`config.mk`:
```
export PLATFORM = sky130hd
export DESIGN_NAME = seq_detect_ctrl
export DESIGN_NICKNAME = d
export VERILOG_FILES = /design/src/rtl/seq_detect_ctrl.sv
export SDC_FILE = /design/constraint.sdc
export NUM_CORES = 1
export LEC_CHECK = 0
export ABC_AREA = 1
export BUFFER_PORTS_ARGS = -buffer_cell sky130_fd_sc_hd__clkbuf_2
export CORE_MARGIN = 3
export CORE_UTILIZATION = 53
export DETAILED_ROUTE_END_ITERATION = 7
export PLACE_DENSITY_LB_ADDON = 0.05
export SETUP_SLACK_MARGIN = 0.3
export SYNTH_ARGS = -nofsm -noshare
export SYNTH_HDL_FRONTEND = slang
export SYNTH_SLANG_ARGS = --single-unit
```
`constraint.sdc`:
```
create_clock -name clk -period 2.02 [get_ports clk]
set_clock_uncertainty 0.05 [all_clocks]
set_input_delay 0.303 -clock clk [delete_from_list [all_inputs] [get_ports clk]]
set_output_delay 0.303 -clock clk [all_outputs]
set_load 0.01 [all_outputs]
```
`src/rtl/seq_detect_ctrl.sv`:
```
// rtl/seq_detect_ctrl.sv - programmable serial-pattern match counter with window and done/ack handshake
// Optional macro SEQ_DET_FIRST_STOP_EN: end the session at the first match.
module seq_detect_ctrl #(
  parameter int PAT_W = 8,
  parameter int LEN_W = 4,
  parameter int CNT_W = 8,
  parameter int WIN_W = 16
) (
  input  logic             clk,
  input  logic             reset,
  input  logic             cfg_we,
  input  logic [PAT_W-1:0] cfg_pattern,
  input  logic [LEN_W-1:0] cfg_len,
  input  logic             cfg_overlap,
  input  logic [WIN_W-1:0] cfg_window,
  input  logic             start,
  input  logic             abort,
  input  logic             done_ack,
  input  logic             bit_valid,
  input  logic             bit_in,
  output logic             busy,
  output logic             match_pulse,
  output logic [CNT_W-1:0] match_count,
  output logic             done
);

  typedef enum logic [1:0] {S_IDLE, S_ARM, S_RUN, S_DONE} state_t;

  localparam logic [LEN_W-1:0] LEN_MAX = LEN_W'(PAT_W);
  localparam logic [CNT_W-1:0] CNT_MAX = '1;

  state_t           state_q, state_d;
  logic [PAT_W-1:0] pat_q, pat_d, hist_q, hist_d;
  logic [LEN_W-1:0] len_q, len_d, fill_q, fill_d;
  logic             ovl_q, ovl_d;
  logic [WIN_W-1:0] win_q, win_d, bcnt_q, bcnt_d;
  logic [CNT_W-1:0] cnt_q, cnt_d;
  logic             pulse_q, pulse_d, busy_q, busy_d, done_q, done_d;

  logic [PAT_W-1:0] hist_shift, mask;
  logic [PAT_W:0]   mask_w;
  logic [LEN_W-1:0] fill_inc;
  logic [WIN_W-1:0] bcnt_inc;
  logic             hit;

  // Length is normalised once at write time so the match path sees 1..PAT_W only.
  function automatic logic [LEN_W-1:0] clamp_len(input logic [LEN_W-1:0] l);
    if (l == '0)
      return LEN_W'(1);
    else if (l > LEN_MAX)
      return LEN_MAX;
    else
      return l;
  endfunction

  always_comb begin
    state_d    = state_q;
    pat_d      = pat_q;
    len_d      = len_q;
    ovl_d      = ovl_q;
    win_d      = win_q;
    hist_d     = hist_q;
    fill_d     = fill_q;
    bcnt_d     = bcnt_q;
    cnt_d      = cnt_q;
    pulse_d    = 1'b0;

    hist_shift = {hist_q[PAT_W-2:0], bit_in};
    fill_inc   = (fill_q >= LEN_MAX) ? LEN_MAX : fill_q + LEN_W'(1);
    bcnt_inc   = bcnt_q + WIN_W'(1);
    mask_w     = ((PAT_W+1)'(1) << len_q) - (PAT_W+1)'(1);
    mask       = mask_w[PAT_W-1:0];
    hit        = (fill_inc >= len_q) && ((hist_shift & mask) == (pat_q & mask));

    case (state_q)
      S_IDLE: begin
        if (cfg_we) begin
          pat_d = cfg_pattern;
          len_d = clamp_len(cfg_len);
          ovl_d = cfg_overlap;
          win_d = cfg_window;
        end
        if (start)
          state_d = S_ARM;
      end
      S_ARM: begin
        if (abort) begin
          state_d = S_IDLE;
        end else begin
          hist_d  = '0;
          fill_d  = '0;
          bcnt_d  = '0;
          cnt_d   = '0;
          state_d = S_RUN;
        end
      end
      S_RUN: begin
        if (abort) begin
          state_d = S_IDLE;
        end else if (bit_valid) begin
          hist_d = hist_shift;
          bcnt_d = bcnt_inc;
          fill_d = (hit && !ovl_q) ? '0 : fill_inc;
          if (hit) begin
            pulse_d = 1'b1;
            if (cnt_q != CNT_MAX)
              cnt_d = cnt_q + CNT_W'(1);
          end
          if (win_q != '0 && bcnt_inc == win_q)
            state_d = S_DONE;
`ifdef SEQ_DET_FIRST_STOP_EN
          if (hit)
            state_d = S_DONE;
`else
`endif
        end
      end
      S_DONE: begin
        if (done_ack || abort)
          state_d = S_IDLE;
      end
      default: state_d = S_IDLE;
    endcase

    busy_d = (state_d == S_ARM) || (state_d == S_RUN);
    done_d = (state_d == S_DONE);
  end

  always_ff @(posedge clk or posedge reset) begin
    if (reset) begin
      state_q <= S_IDLE;
      pat_q   <= '0;
      len_q   <= LEN_W'(1);
      ovl_q   <= 1'b0;
      win_q   <= '0;
      hist_q  <= '0;
      fill_q  <= '0;
      bcnt_q  <= '0;
      cnt_q   <= '0;
      pulse_q <= 1'b0;
      busy_q  <= 1'b0;
      done_q  <= 1'b0;
    end else begin
      state_q <= state_d;
      pat_q   <= pat_d;
      len_q   <= len_d;
      ovl_q   <= ovl_d;
      win_q   <= win_d;
      hist_q  <= hist_d;
      fill_q  <= fill_d;
      bcnt_q  <= bcnt_d;
      cnt_q   <= cnt_d;
      pulse_q <= pulse_d;
      busy_q  <= busy_d;
      done_q  <= done_d;
    end
  end

  assign busy        = busy_q;
  assign match_pulse = pulse_q;
  assign match_count = cnt_q;
  assign done        = done_q;

endmodule

```
Word level (Yosys, flattened, before mapping):

Cells that the tools add are included.

* input bits: 37
* flip-flop bits (word level): 69
* output and inout bits: 11
* logic and storage cells: 81

* muxes and demuxes: 32
* shift-type cells: 1
* bitwise operators: 2
* $lt $le $gt $ge: 3
* $add $sub $neg: 4
* equality and inequality tests: 14
* reductions and logical operators: 13

Operator list (count)
* 16-bit 2-to-1 mux: 3
* 8-bit 2-to-1 mux: 5
* 16-bit case mux with 2 select lines: 1
* 4-bit 2-to-1 mux: 7
* 16-bit by 1-bit adder with 16-bit output (second input constant): 1
* 8-bit AND: 2
* 16-bit equality test: 1
* 8-bit case mux with 2 select lines: 1
* 16-bit nonzero test: 1
* 7-bit 2-to-1 mux: 2
* 7-bit case mux with 2 select lines: 1
* 2-bit 2-to-1 mux: 6
* 2-bit != test (second input constant): 5
* 8-bit by 1-bit adder with 8-bit output (second input constant): 1
* 2-bit equality test (second input constant): 4
* 8-bit equality test: 1
* 8-bit != test (second input constant): 1
* 2-bit case mux with 4 select lines: 1
* 4-bit case mux with 2 select lines: 1
* 1-bit by 4-bit left shift with 8-bit output (first input constant): 1
* 8-bit by 2-bit subtractor with 8-bit output (second input constant): 1
* 6-bit AND reduction: 1
* 4-bit by 1-bit adder with 4-bit output (second input constant): 1
* 2-bit by 1-bit equality test with 1-bit output (second input constant): 2
* other kinds (12): 18

Longest topological paths before layout:

Gate-level depths: netlist of the first run.

* word-level depth: 10
* depth in mapped cells: 15
* gate-level depth less buffers: 15

Worst setup path before layout of the first run:

No wires, ideal clock.

* path type: register to register
* start point: register bcnt_q[0]
* end point: register busy_q (netlist: busy)
* library setup time: 0.126 ns
* stages on the path, launching flop included: 15
* required time: 1.844 ns
* data arrival time: 1.911 ns
* period minus slack after synthesis: 2.087 ns
* path buffers: 0
* setup slack: -0.067 ns
* path through: dfrtp_1 ha_1 nand2_2 nor2_4 nand2_2 nand2_2 nand2_1 nand2_1 nand2_1 nor2_1 nand2_1 nor2_1 nand3_1 a21oi_2 ha_1

* cells in the longest elaborated chain, start to end: 9
* elaborated cells on any way between the ends: 10
* those cells by class: 1 x add/sub; 3 x eq/ne; 4 x mux; 2 x reduce/logical

RTL lines
* from (decl): line 36 `logic [WIN_W-1:0] win_q, win_d, bcnt_q, bcnt_d;`
* from (signal assigned): line 151 `bcnt_q <= bcnt_d;`
* 16-bit by 1-bit adder with 16-bit output (*): line 70 `bcnt_inc = bcnt_q + WIN_W'(1);`
* 16-bit equality test (*): line 109 `if (win_q != '0 && bcnt_inc == win_q)`
* 1-bit logical AND (*): line 109
* 2-bit 2-to-1 mux (*): line 109
* 2-bit 2-to-1 mux (*): line 100 `end else if (bit_valid) begin`
* 2-bit 2-to-1 mux (*): line 98 `if (abort) begin`
* 2-bit case mux with 4 select lines (*): line 75 `case (state_q)`
* via state_d[0]: line 32 `state_t state_q, state_d;`
* 2-bit by 1-bit equality test with 1-bit output or 2-bit equality test (tied branches): line 125 `busy_d = (state_d == S_ARM) || (state_d == S_RUN);`
* 1-bit logical OR (*): line 125
* via busy_d: line 38 `logic pulse_q, pulse_d, busy_q, busy_d, done_q, done_d;`
* to (signal assigned): line 154 `busy_q <= busy_d;`
* to (decl): line 38

The timed path passes the listed nets; every way through them passes the cells marked *.
A chain may end at the register's enable or synchronous reset.

Final worst setup path of the first run:

* start point: register len_q[0]
* end point: register cnt_q[7] (netlist: match_count[7])

* cells in the longest elaborated chain, start to end: 7
* elaborated cells on any way between the ends: 9
* those cells by class: 1 x add/sub; 1 x order compare; 2 x eq/ne; 1 x shift; 2 x bitwise; 2 x reduce/logical

RTL lines
* from (decl): line 34 `logic [LEN_W-1:0] len_q, len_d, fill_q, fill_d;`
* from (signal assigned): line 146 `len_q <= len_d;`
* 1-bit by 4-bit left shift with 8-bit output: line 71 `mask_w = ((PAT_W+1)'(1) << len_q) - (PAT_W+1)'(1);`
* 8-bit by 2-bit subtractor with 8-bit output: line 71
* 8-bit AND: line 73 `hit = (fill_inc >= len_q) && ((hist_shift & mask) == (pat_q & mask));`
* 8-bit equality test: line 73
* 1-bit logical AND (*): line 73
* 2-bit != test (no line) (*)
* 6-bit AND reduction (no line) (*)
* to (signal assigned): line 152 `cnt_q <= cnt_d;`
* to (decl): line 37 `logic [CNT_W-1:0] cnt_q, cnt_d;`

Mark *: on every way between the ends. The rest lies on a longest branch, timed or not.

==> results.md, run 1 <==
- Vias in the first global route: 3604
- Most common cell after layout, fill and taps aside: nand2_1
- Core Box Area: 6940 µm²
- Setup violations, final: 13
- Via-to-Cell Ratio: 5.28
- IO Pins: 48
- Global-route wire length before repair: 16300 µm
- Synth warnings: 0
- Residual DRC: 0
- Critical path endpoint category: flip-flop
- Leading area contributor after synthesis: dfrtp_1
- Syn_area_per_cell: ~7.6 µm²
- DR WL/cell: roughly 14 µm
- N_diodes: 0
- Initial Util: 0.560
- Highest Clock Rate: 0.467 GHz
- Vias: 3773
- Synth top area cells: dfrtp_1 44%, nand2_1 15%, nand3_1 6.2%
- Die area: between 8000 and 9000 µm²
- WL final: 10100 µm
- Seq/Total Area, Yosys: 0.444
- GR Overflow Total: 0
- Tot GR Track Use: 0.244
- Crit path kind: reg -> reg
- Most frequent cells in the layout: 148 x nand2_1, 65 x dfrtp_1, 54 x inv_1
- Final-report max-slew violation count: 0
- Place WS: -138 ps
- Relative slew slack: 0.752
- Final hold vios: 0
- DRT antenna net count: 0
- Area delta synth->final: 28.7%
- Total CTS buffers: 9
- Largest net degree at the start of global routing: 70
- Maximum resistive drop on vdd: around 800 µV
- CTS tree: yes
- Die X: 91.7 µm
- Cell area power density: roughly 1100 nW/µm²
- Final GP Congestion: 0.921
- Filler cells: between 500 and 600
- Die span in y: about 92 µm
- Length of the first detailed-routing pass in iterations: 5
- Worst-Margin Slew: about 370 ps
- Critical Path AT: 2390 ps
- H-tree level count: 3
- Reg2reg setup slack: -120 ps
- Failing checks: setup timing
- Critical Path Source Type: flip-flop
- Final core utilization: 0.721
- Synth cell types: 33
- Share of layout cells above drive strength 1: 0.278
- Dpl hpwl: between 7000 and 8000 µm
- IO buf count: 47
- Initial antenna violation count: 0
- Cells after Synth: 512
- Leak pwr: ~2.4 nW
- Crit path required time: 2270 ps
- Status: finished with violations
- Clk Latency, worst-skew pair: 350 ps
- Rows: 30
- Clock Path Buffers: 2
- Period utilisation layout: 1.06
- Class of the worst hold path: in -> reg
- Mapped Area: ~3900 µm²
- Post-synth top area share: 0.437
- RSZ-0062 raised after global routing: yes
- Worst-path maximum fanout: 6
- Net count after synthesis: 559
- Iteration-0 DRC Markers: 169
- Max cap viols: 0
- Clk slew on worst S/H paths: 80 ps
- Clock sinks: slightly below 70
- Worst Slack Setup Final: -119 ps
- Root buffer cell: clkbuf_8
- Final Critical Period: 2140 ps
- Layout Nets: 661
- #FFs+latches synth: 69
==> cell type report <==
| class | instances | area, µm² | share of cell area |
|---|---|---|---|
| repair buffers | 99 | 666 | 0.133 |
| clock buffers | 12 | 145 | 0.0290 |
| well taps | 96 | 120 | 0.0240 |
| flip-flops and latches | 69 | 1730 | 0.346 |
| multi-input cells | 371 | 2050 | 0.410 |
| clock inverters | 4 | 47.5 | 0.00950 |
| inverters | 64 | 244 | 0.0487 |
==> where the power goes <==
part           switching (mW)  internal [mW]  leakage, nW
logic                    1.49           1.06         1.40
registers               0.292           1.78        0.902
clock network           0.525          0.601       0.0964
total                    2.30           3.44         2.40
==> per-stage QoR <==
step                      cells  setup TNS (ps)  hold slack [ps]  power [mW]  instance area, µm²
final                       715           -1210             89.7        5.74                5010
after detailed placement    688           -1400              368        4.27                4580
after global routing        715           -3430             81.2        6.15                5010
after floorplan             512               0              363        3.50                3920
after CTS                   711           -1330             78.9        5.54                4880
after global placement      688           -1090              370        4.21                4580
==> repair_timing <==
action | in CTS | in global routing
setup endpoints to repair | 16 | 50
cloned | 1 | 0
pin swaps | 16 | 15
setup buffers | 5 | 4
resized for setup | 15 | 26
hold buffers | 1 | 0
endpoints found under the hold margin | 51 | 0
==> synthesized netlist by cell type <==
cell,n
nand2_1,154
dfrtp_1,68
inv_1,60
nand3_1,48
nor2_1,36
o21ai_0,27
o22ai_1,20
nand4_1,12
xor2_1,12
ha_1,10
a21oi_1,7
clkbuf_1,7
nand2_2,7
o21ai_1,6
nor2_4,5
nor3_1,5
nor2_2,4
xnor2_1,3
buf_2,2
clkinv_1,2
inv_2,2
nand3_2,2
nor3_2,2
o211ai_1,2
a21o_1,1
a21oi_2,1
a22o_1,1
dfstp_2,1
nand3_4,1
nand3b_1,1
nor3b_1,1
nor4_1,1
o31ai_1,1
==> state kept, by name, indices dropped and copies added, names as in the netlist <==
| register | flops |
|---|---|
| ovl_q | 1 |
| fill_q | 4 |
| bcnt_q | 16 |
| busy | 1 |
| len_q | 4 |
| pat_q | 8 |
| match_count | 8 |
| done | 1 |
| match_pulse | 1 |
| state_q | 2 |
| win_q | 16 |
| hist_q | 7 |
==> per-layer routing <==
metal / part of all wire / track usage
met1: 0.41 / 0.294
met2: 0.51 / 0.418
met3: 0.049 / 0.0615
met4: 0.030 / 0.0955
met5: 0 / 0
==> path summary, 6_finish.rpt <==
path                                startpoint             end  depth (start not counted)
worst min-delay path            cfg_pattern[2]        pat_q[2]                          3
worst max-delay path                  len_q[0]  match_count[7]                         12
worst min register to register        pat_q[2]        pat_q[2]                          2
max in group asynchronous                reset        len_q[0]                          4
min in group asynchronous                reset       bcnt_q[3]                          4
worst max register to register        len_q[0]  match_count[7]                         12
==> worst max-delay path: stages (launching register included) <==
cell     delay (ps)
dfstp_2         570
nand3_2         100
ha_4            280
a21oi_2          30
o21ai_1          70
nand2_1          80
nor3_2          200
nand3_2         130
nor2_4          200
nand3_4         140
nand2_4         120
nand2_1          60
nand2_1          60
==> kinds of logic (layout without fill, tap and decap cells) <==
group	after synthesis	in the layout	synth area share
adders and majority gates	10	10	0.0322
and+or+nand+nor	279	280	0.323
DFF	69	69	0.444
buffers and inverters	73	179	0.0711
AOI/OAI and AO/OA	66	66	0.0958
xor gates and xnor gates	15	15	0.0338
(Power assumes the default switching activity.)
==> run 2: changes to the inputs <==
--- a/config.mk
+++ b/config.mk
@@ -5,10 +5,9 @@
 export SDC_FILE = /design/constraint.sdc
 export NUM_CORES = 1
 export LEC_CHECK = 0
-export ABC_AREA = 1
 export BUFFER_PORTS_ARGS = -buffer_cell sky130_fd_sc_hd__clkbuf_2
 export CORE_MARGIN = 3
-export CORE_UTILIZATION = 53
+export CORE_UTILIZATION = 52
 export DETAILED_ROUTE_END_ITERATION = 7
 export PLACE_DENSITY_LB_ADDON = 0.05
 export SETUP_SLACK_MARGIN = 0.3
==> run 2 against run 1 <==
Compared with the run above: the flow still finishes with violations (setup timing); utilization rose by 6.3 points; worst setup slack got worse by 590 ps; clock power fell by 9.7%; total power down 27%; synthesized cell count is 24% lower; global-route usage down 0.38 points; final area grew 8.8%; area after synthesis down 2.3%; register-to-register slack got worse by 590 ps; maximum frequency fell by 22%; non-clock buffer count grew 55; hold slack worse by 6.6 ps; largest cell class unchanged.
==> results.md, run 2 <==
- WL final: 9800 µm (was 10100 µm)
- Area delta synth->final: 43.3% (was 28.7%)
- Failing checks: setup timing (unchanged)
- Clock sinks: 69 (unchanged)
- Relative slew slack: 0.685 (was 0.752)
- Status: finished with violations (unchanged)
- #FFs+latches synth: 69 (unchanged)
- Mapped Area: 3800 µm² (was 3890 µm²)
- Setup violations, final: 16 (was 13)
- Maximum resistive drop on vdd: 637 µV (was 781 µV)
- Crit path kind: reg -> reg (unchanged)
- Final hold vios: 0 (unchanged)
- Final GP Congestion: 0.831 (was 0.921)
- N_diodes: 0 (unchanged)
- H-tree level count: 3 (unchanged)
- EDFF count, synth: 0 (unchanged)
- Synth warnings: 0 (unchanged)
- Synth Flop Type: dfrtp_1 (unchanged)
- Most frequent cells in the layout: 88 x buf_4, 63 x dfrtp_1, 47 x clkbuf_2 (was 148 x nand2_1, 65 x dfrtp_1, 54 x inv_1)
- Rows: 30 (unchanged)
- CTS tree: yes (unchanged)
- Via-to-Cell Ratio: 5.55 (was 5.28)
- RSZ-0062 raised after global routing: yes (unchanged)
- Cell area power density: 773 nW/µm² (was 1150 nW/µm²)
- Leading area contributor after synthesis: dfrtp_1 (unchanged)
- Worst-path maximum fanout: 7 (was 6)
- Crit path required time: 2250 ps (was 2270 ps)
- Cells after Synth: 391 (was 512)
- Clk Latency, worst-skew pair: 350 ps (about the same)
- Synth top area cells: dfrtp_1 45%, mux2_2 7.7%, o21ai_0 5.5% (was dfrtp_1 44%, nand2_1 15%, nand3_1 6.2%)
- Iteration-0 DRC Markers: 184 (was 169)
- Place WS: -693 ps (was -138 ps)
- Dpl hpwl: 6990 µm (was 7150 µm)
- Vias in the first global route: 3473 (was 3604)
- Core Box Area: 6940 µm² (unchanged)
- Most common cell in the synthesized netlist: dfrtp_1 (was nand2_1)
- Share of layout cells above drive strength 1: 0.461 (was 0.278)
- Largest net degree at the start of global routing: 46 (was 70)
- Final-report max-slew violation count: 0 (unchanged)
- Die span in y: 91.5 µm (was 91.7 µm)
- Root buffer cell: clkbuf_8 (unchanged)
- Area occupied by multi-input gates: 2230 µm² (was 2050 µm²)
- Period utilisation layout: 1.35 (was 1.06)
- Most numerous cell on the critical path: a21oi_2 (was nand2_1)
- Length of the first detailed-routing pass in iterations: 4 (was 5)
- Net count after synthesis: 438 (was 559)
- Critical Path AT: 2960 ps (was 2390 ps)
- Seq/Total Area, Yosys: 0.455 (was 0.444)
- Post-synth top area share: 0.448 (was 0.437)
- Most common cell after layout, fill and taps aside: buf_4 (was nand2_1)
- Initial Util: 0.547 (was 0.560)
- DP Area: 4940 µm² (was 4580 µm²)
- Bufs and invs on worst path: 2 (was 0)
- Worst path max stage delay: 490 ps (was 570 ps)
- Global-route wire length before repair: 16200 µm (was 16300 µm)
- Tot GR Track Use: 0.240 (was 0.244)
- Async set or reset register ratio after synthesis: 1.00 (unchanged)
- Die area: 8370 µm² (was 8410 µm²)
- Clk slew on worst S/H paths: 80 ps (about the same)
- Critical path endpoint category: flip-flop (unchanged)
- Critical Path Source Type: flip-flop (unchanged)
- Vias: 3556 (was 3773)
- Max cap viols: 0 (unchanged)
- Clock Path Buffers: 2 (unchanged)
- Worst-path cell chain: buf_4 -> a31oi_4 -> inv_1 -> ha_1 -> o21a_1 -> a21oi_2 -> or4b_4 -> or2_4 -> or3_4 -> a21oi_2 (was nand3_2 -> ha_4 -> a21oi_2 -> o21ai_1 -> nand2_1 -> nor3_2 -> nand3_2 -> nor2_4 -> nand3_4 -> nand2_4 -> nand2_1 -> nand2_1)
- Leak pwr: 2.49 nW (was 2.40 nW)
- Final Hold Slack: 83.2 ps (was 89.7 ps)
- Syn_area_per_cell: 9.72 µm² (was 7.60 µm²)
- Synth cell types: 53 (was 33)
- Biggest regs: bcnt_q x16, win_q x16 (unchanged)
- Total CTS buffers: 9 (unchanged)
- Layout Nets: 587 (was 661)
- Die X: 91.5 µm (was 91.7 µm)
- Critical-path top delay cell: or4b_4 (was dfstp_2)
- Final core utilization: 0.785 (was 0.721)
- Final Critical Period: 2730 ps (was 2140 ps)
- IO buf count: 47 (unchanged)
- Initial antenna violation count: 0 (unchanged)
- GR Overflow Total: 0 (unchanged)
- Worst Slack Setup Final: -713 ps (was -119 ps)
- Most instantiated cells after synthesis: 68 x dfrtp_1, 42 x o21ai_0, 27 x nand2_1, 27 x nor2_1, 26 x mux2_2 (was 154 x nand2_1, 68 x dfrtp_1, 60 x inv_1)
- Highest Clock Rate: 0.366 GHz (was 0.467 GHz)
- Class of the worst hold path: in -> reg (unchanged)
- IO Pins: 48 (unchanged)
- Crit path max-delay family: simple AND/OR/NAND/NOR gates (unchanged)
- DR WL/cell: 15.3 µm (was 14.1 µm)
- Sequential cell area: 1730 µm² (about the same)
- Pwr Total: 4.21 mW (was 5.74 mW)
- Worst-Margin Slew: 468 ps (was 371 ps)
- Residual DRC: 0 (unchanged)
- DRT antenna net count: 0 (unchanged)
- Filler cells: 466 (was 584)
- Final design area excluding fillers: 5450 µm² (was 5010 µm²)
-- run 2: power by group --
part | total [mW] | internal (mW) | switching, mW
Combinational | 1.45 | 0.785 | 0.663
Clock | 1.02 | 0.474 | 0.549
Sequential | 1.74 | 1.58 | 0.162
Total | 4.21 | 2.84 | 1.37
-- run 2: cells by family after synthesis --
family / share of synthesized area
AND/OR/NAND/NOR: 0.184
flip-flops: 0.455
adder cells (fa/ha/maj): 0.0329
AO/OA/AOI/OAI: 0.151
multiplexers: 0.0797
buffers and inverters: 0.0290
XOR/XNOR: 0.0691
-- run 2: area by class of cell --
cell class	instances	share of cell area
multi-input combinational	293	0.409
timing repair buffer	154	0.208
inverter	13	0.00965
sequential	69	0.318
clock buffer	10	0.0253
tap	96	0.0220
clock inverter	6	0.00712
-- run 2: timing repair --
item,in CTS,in global routing
buffers inserted,2,9
endpoints found under the hold margin,32,0
hold buffers,1,0
gates resized for setup,23,50
pin swaps,12,20
endpoints found under the setup margin,22,31
-- run 2: worst paths after layout --
check / startpoint / endpoint / cells past startpoint / slack [ps]
max in group asynchronous: reset / len_q[0] / 4 / 1120
worst max register to register: fill_q[0] / match_count[3] / 10 / -710
worst max-delay path: fill_q[0] / match_count[3] / 10 / -710
worst min register to register: bcnt_q[15] / bcnt_q[15] / 1 / 470
worst min-delay path: cfg_len[3] / len_q[0] / 2 / 80
min in group asynchronous: reset / bcnt_q[3] / 4 / 490
-- run 2: metrics by stage --
| step | instances | setup TNS [ps] |
|---|---|---|
| final | 641 | -8500 |
| after global routing | 641 | -10630 |
| after CTS | 632 | -8050 |
| after detailed placement | 613 | -8900 |
| after global placement | 613 | -8170 |
| after floorplan | 391 | -5350 |
-- run 2: layer usage --
| layer | global-route usage | vias up | routed length, µm |
|---|---|---|---|
| li1 | - | 1714 | - |
| met4 | 0.0842 | 0 | 161 |
| met3 | 0.0414 | 19 | 461 |
| met1 | 0.324 | 1737 | 4320 |
| met2 | 0.389 | 86 | 4860 |
| met5 | 0 | - | 0 |
==> run 3: changes to the inputs <==
--- a/config.mk
+++ b/config.mk
@@ -6,7 +6,6 @@
 export NUM_CORES = 1
 export LEC_CHECK = 0
 export BUFFER_PORTS_ARGS = -buffer_cell sky130_fd_sc_hd__clkbuf_2
-export CORE_MARGIN = 3
 export CORE_UTILIZATION = 52
 export DETAILED_ROUTE_END_ITERATION = 7
 export PLACE_DENSITY_LB_ADDON = 0.05
==> constraint.sdc (replaced) <==
create_clock -name clk -period 2.02 [get_ports clk]
set_clock_uncertainty 0.05 [all_clocks]
set_input_delay 0.404 -clock clk [delete_from_list [all_inputs] [get_ports clk]]
set_output_delay 0.404 -clock clk [all_outputs]
set_load 0.01 [all_outputs]
==> run 3 against run 2 <==
Compared with the run above: the run still ends with setup timing left; die area fell by 8.6%; critical path depth increased by 1; via count grew 0.93%; maximum frequency shrank 0.64%; routed wire length up 2.3%; first-iteration DRC count is 11% lower; hold slack worse by 48 ps; final area fell by 0.64%; critical path type unchanged; largest cell class unchanged.
==> results.md, run 3 (synthesis gave the netlist of run 2 again) <==
- Initial antenna violation count: 0 (unchanged)
- Final hold vios: 0 (unchanged)
- Tot GR Track Use: 0.274 (was 0.240)
- Leak pwr: 2.45 nW (was 2.49 nW)
- Dpl hpwl: 7000 µm (was 6990 µm)
- Max cap viols: 0 (unchanged)
- Most frequent cells in the layout: 86 x buf_4, 63 x dfrtp_1, 47 x clkbuf_2 (was 88 x buf_4, 63 x dfrtp_1, 47 x clkbuf_2)
- Final GP Congestion: 0.850 (was 0.831)
- Relative slew slack: 0.622 (was 0.685)
- DR WL/cell: 15.8 µm (was 15.3 µm)
- Class of the worst hold path: in -> async (was in -> reg)
- Failing checks: setup timing (unchanged)
- Worst Slack Setup Final: -730 ps (was -713 ps)
- Area delta synth->final: 42.4% (was 43.3%)
- IO buf count: 47 (unchanged)
- Vias in the first global route: 3507 (was 3473)
- Root buffer cell: clkbuf_8 (unchanged)
- Pwr Total: 4.21 mW (about the same)
- Rows: 30 (unchanged)
- Final design area excluding fillers: 5410 µm² (was 5450 µm²)
- DRT antenna net count: 0 (unchanged)
- Cell area power density: 778 nW/µm² (was 773 nW/µm²)
- Die X: 87.5 µm (was 91.5 µm)
- Period utilisation layout: 1.36 (was 1.35)
- Critical Path AT: 2990 ps (was 2960 ps)
- Crit path max-delay family: simple AND/OR/NAND/NOR gates (unchanged)
- Die area: 7660 µm² (was 8370 µm²)
- IO Pins: 48 (unchanged)
- Worst path max stage delay: 480 ps (was 490 ps)
- Worst-path cell chain: inv_1 -> ha_1 -> nand2b_1 -> inv_1 -> ha_1 -> a211o_1 -> a21oi_2 -> or4b_4 -> or2_4 -> or3_1 -> a21oi_2 (was buf_4 -> a31oi_4 -> inv_1 -> ha_1 -> o21a_1 -> a21oi_2 -> or4b_4 -> or2_4 -> or3_4 -> a21oi_2)
- Most common cell after layout, fill and taps aside: buf_4 (unchanged)
- Global-route wire length before repair: 16000 µm (was 16200 µm)
- Layout Nets: 582 (was 587)
- Clk Latency, worst-skew pair: 350 ps (about the same)
- Critical-path top delay cell: or4b_4 (unchanged)
- Place WS: -750 ps (was -693 ps)
- Crit path required time: 2260 ps (was 2250 ps)
- Clock sinks: 69 (unchanged)
- Biggest regs: bcnt_q x16, win_q x16 (unchanged)
- Clk slew on worst S/H paths: 90 ps (was 80 ps)
- Maximum resistive drop on vdd: 666 µV (was 637 µV)
- Setup violations, final: 16 (unchanged)
- Bufs and invs on worst path: 2 (unchanged)
- Worst-path maximum fanout: 7 (unchanged)
- Final-report max-slew violation count: 0 (unchanged)
- Filler cells: 494 (was 466)
- Vias: 3589 (was 3556)
- GR Overflow Total: 0 (unchanged)
- Share of layout cells above drive strength 1: 0.456 (was 0.461)
- Iteration-0 DRC Markers: 164 (was 184)
- Critical Path Source Type: flip-flop (unchanged)
- Status: finished with violations (unchanged)
- DP Area: 4940 µm² (unchanged)
- Largest net degree at the start of global routing: 34 (was 46)
- Length of the first detailed-routing pass in iterations: 5 (was 4)
- Total CTS buffers: 9 (unchanged)
- Crit path kind: reg -> reg (unchanged)
- Critical path endpoint category: flip-flop (unchanged)
- Highest Clock Rate: 0.364 GHz (was 0.366 GHz)
- Hold Buf Count CTS: 0 (was 1)
- Residual DRC: 0 (unchanged)
- N_diodes: 0 (unchanged)
- RSZ-0062 raised after global routing: yes (unchanged)
- Die span in y: 87.5 µm (was 91.5 µm)
- Final cell count without fillers: 636 (was 641)
- Worst-Margin Slew: 566 ps (was 468 ps)
- Via-to-Cell Ratio: 5.64 (was 5.55)
- Core Box Area: 6940 µm² (unchanged)
- Clock Path Buffers: 2 (unchanged)
- Initial Util: 0.547 (unchanged)
- WL final: 10000 µm (was 9800 µm)
- Final Critical Period: 2750 ps (was 2730 ps)
- CTS tree: yes (unchanged)
- Dpl cells: 613 (unchanged)
- H-tree level count: 3 (unchanged)
==> run 3: timing repair <==
action,in CTS,in global routing
cloned,0,1
gates resized for setup,19,51
setup endpoints to repair,21,44
buffers inserted,2,4
pin swaps,8,9
==> run 3: metal layers <==
metal / vias to the layer above / GRT usage / wire length [µm]
li1: 1714 / - / -
met1: 1722 / 0.352 / 4480
met2: 124 / 0.449 / 4880
met3: 29 / 0.0635 / 458
met4: 0 / 0.106 / 213
met5: - / 0 / 0
==> run 3: layout make-up <==
cell class	instances	area, µm²	share of cell area
Inverter	13	52.6	0.00971
Timing Repair Buffer	149	1100	0.203
Sequential cell	69	1730	0.320
Clock inverter	7	57.6	0.0106
Multi-Input combinational cell	293	2220	0.411
Tap cell	96	120	0.0222
Clock buffer	9	124	0.0229
==> run 3: path summary, 6_finish.rpt <==
check                           start        endpoint  slack [ps]  depth (start not counted)
setup / recovery            fill_q[1]  match_count[3]        -730                         11
hold / removal                  reset        pat_q[5]          30                          2
setup reg to reg            fill_q[1]  match_count[3]        -730                         11
hold reg to reg            bcnt_q[15]      bcnt_q[15]         470                          1
max in group asynchronous       reset       bcnt_q[8]        1370                          3
min in group clk           cfg_len[3]        len_q[0]         170                          2
==> run 3: per-stage QoR <==
step,setup TNS (ps),hold WS [ps],utilization
after floorplan,-5350,408,-
after global placement,-8420,430,0.711
after detailed placement,-9440,432,0.711
after CTS,-8780,44.9,0.750
after global routing,-10890,79.9,0.779
final,-9220,35.0,0.779
==> run 3: where the power goes <==
part	switching (mW)	leakage [nW]	internal, mW
clock network	0.582	0.0829	0.459
logic	0.670	1.48	0.760
registers	0.164	0.885	1.58
total	1.42	2.45	2.79
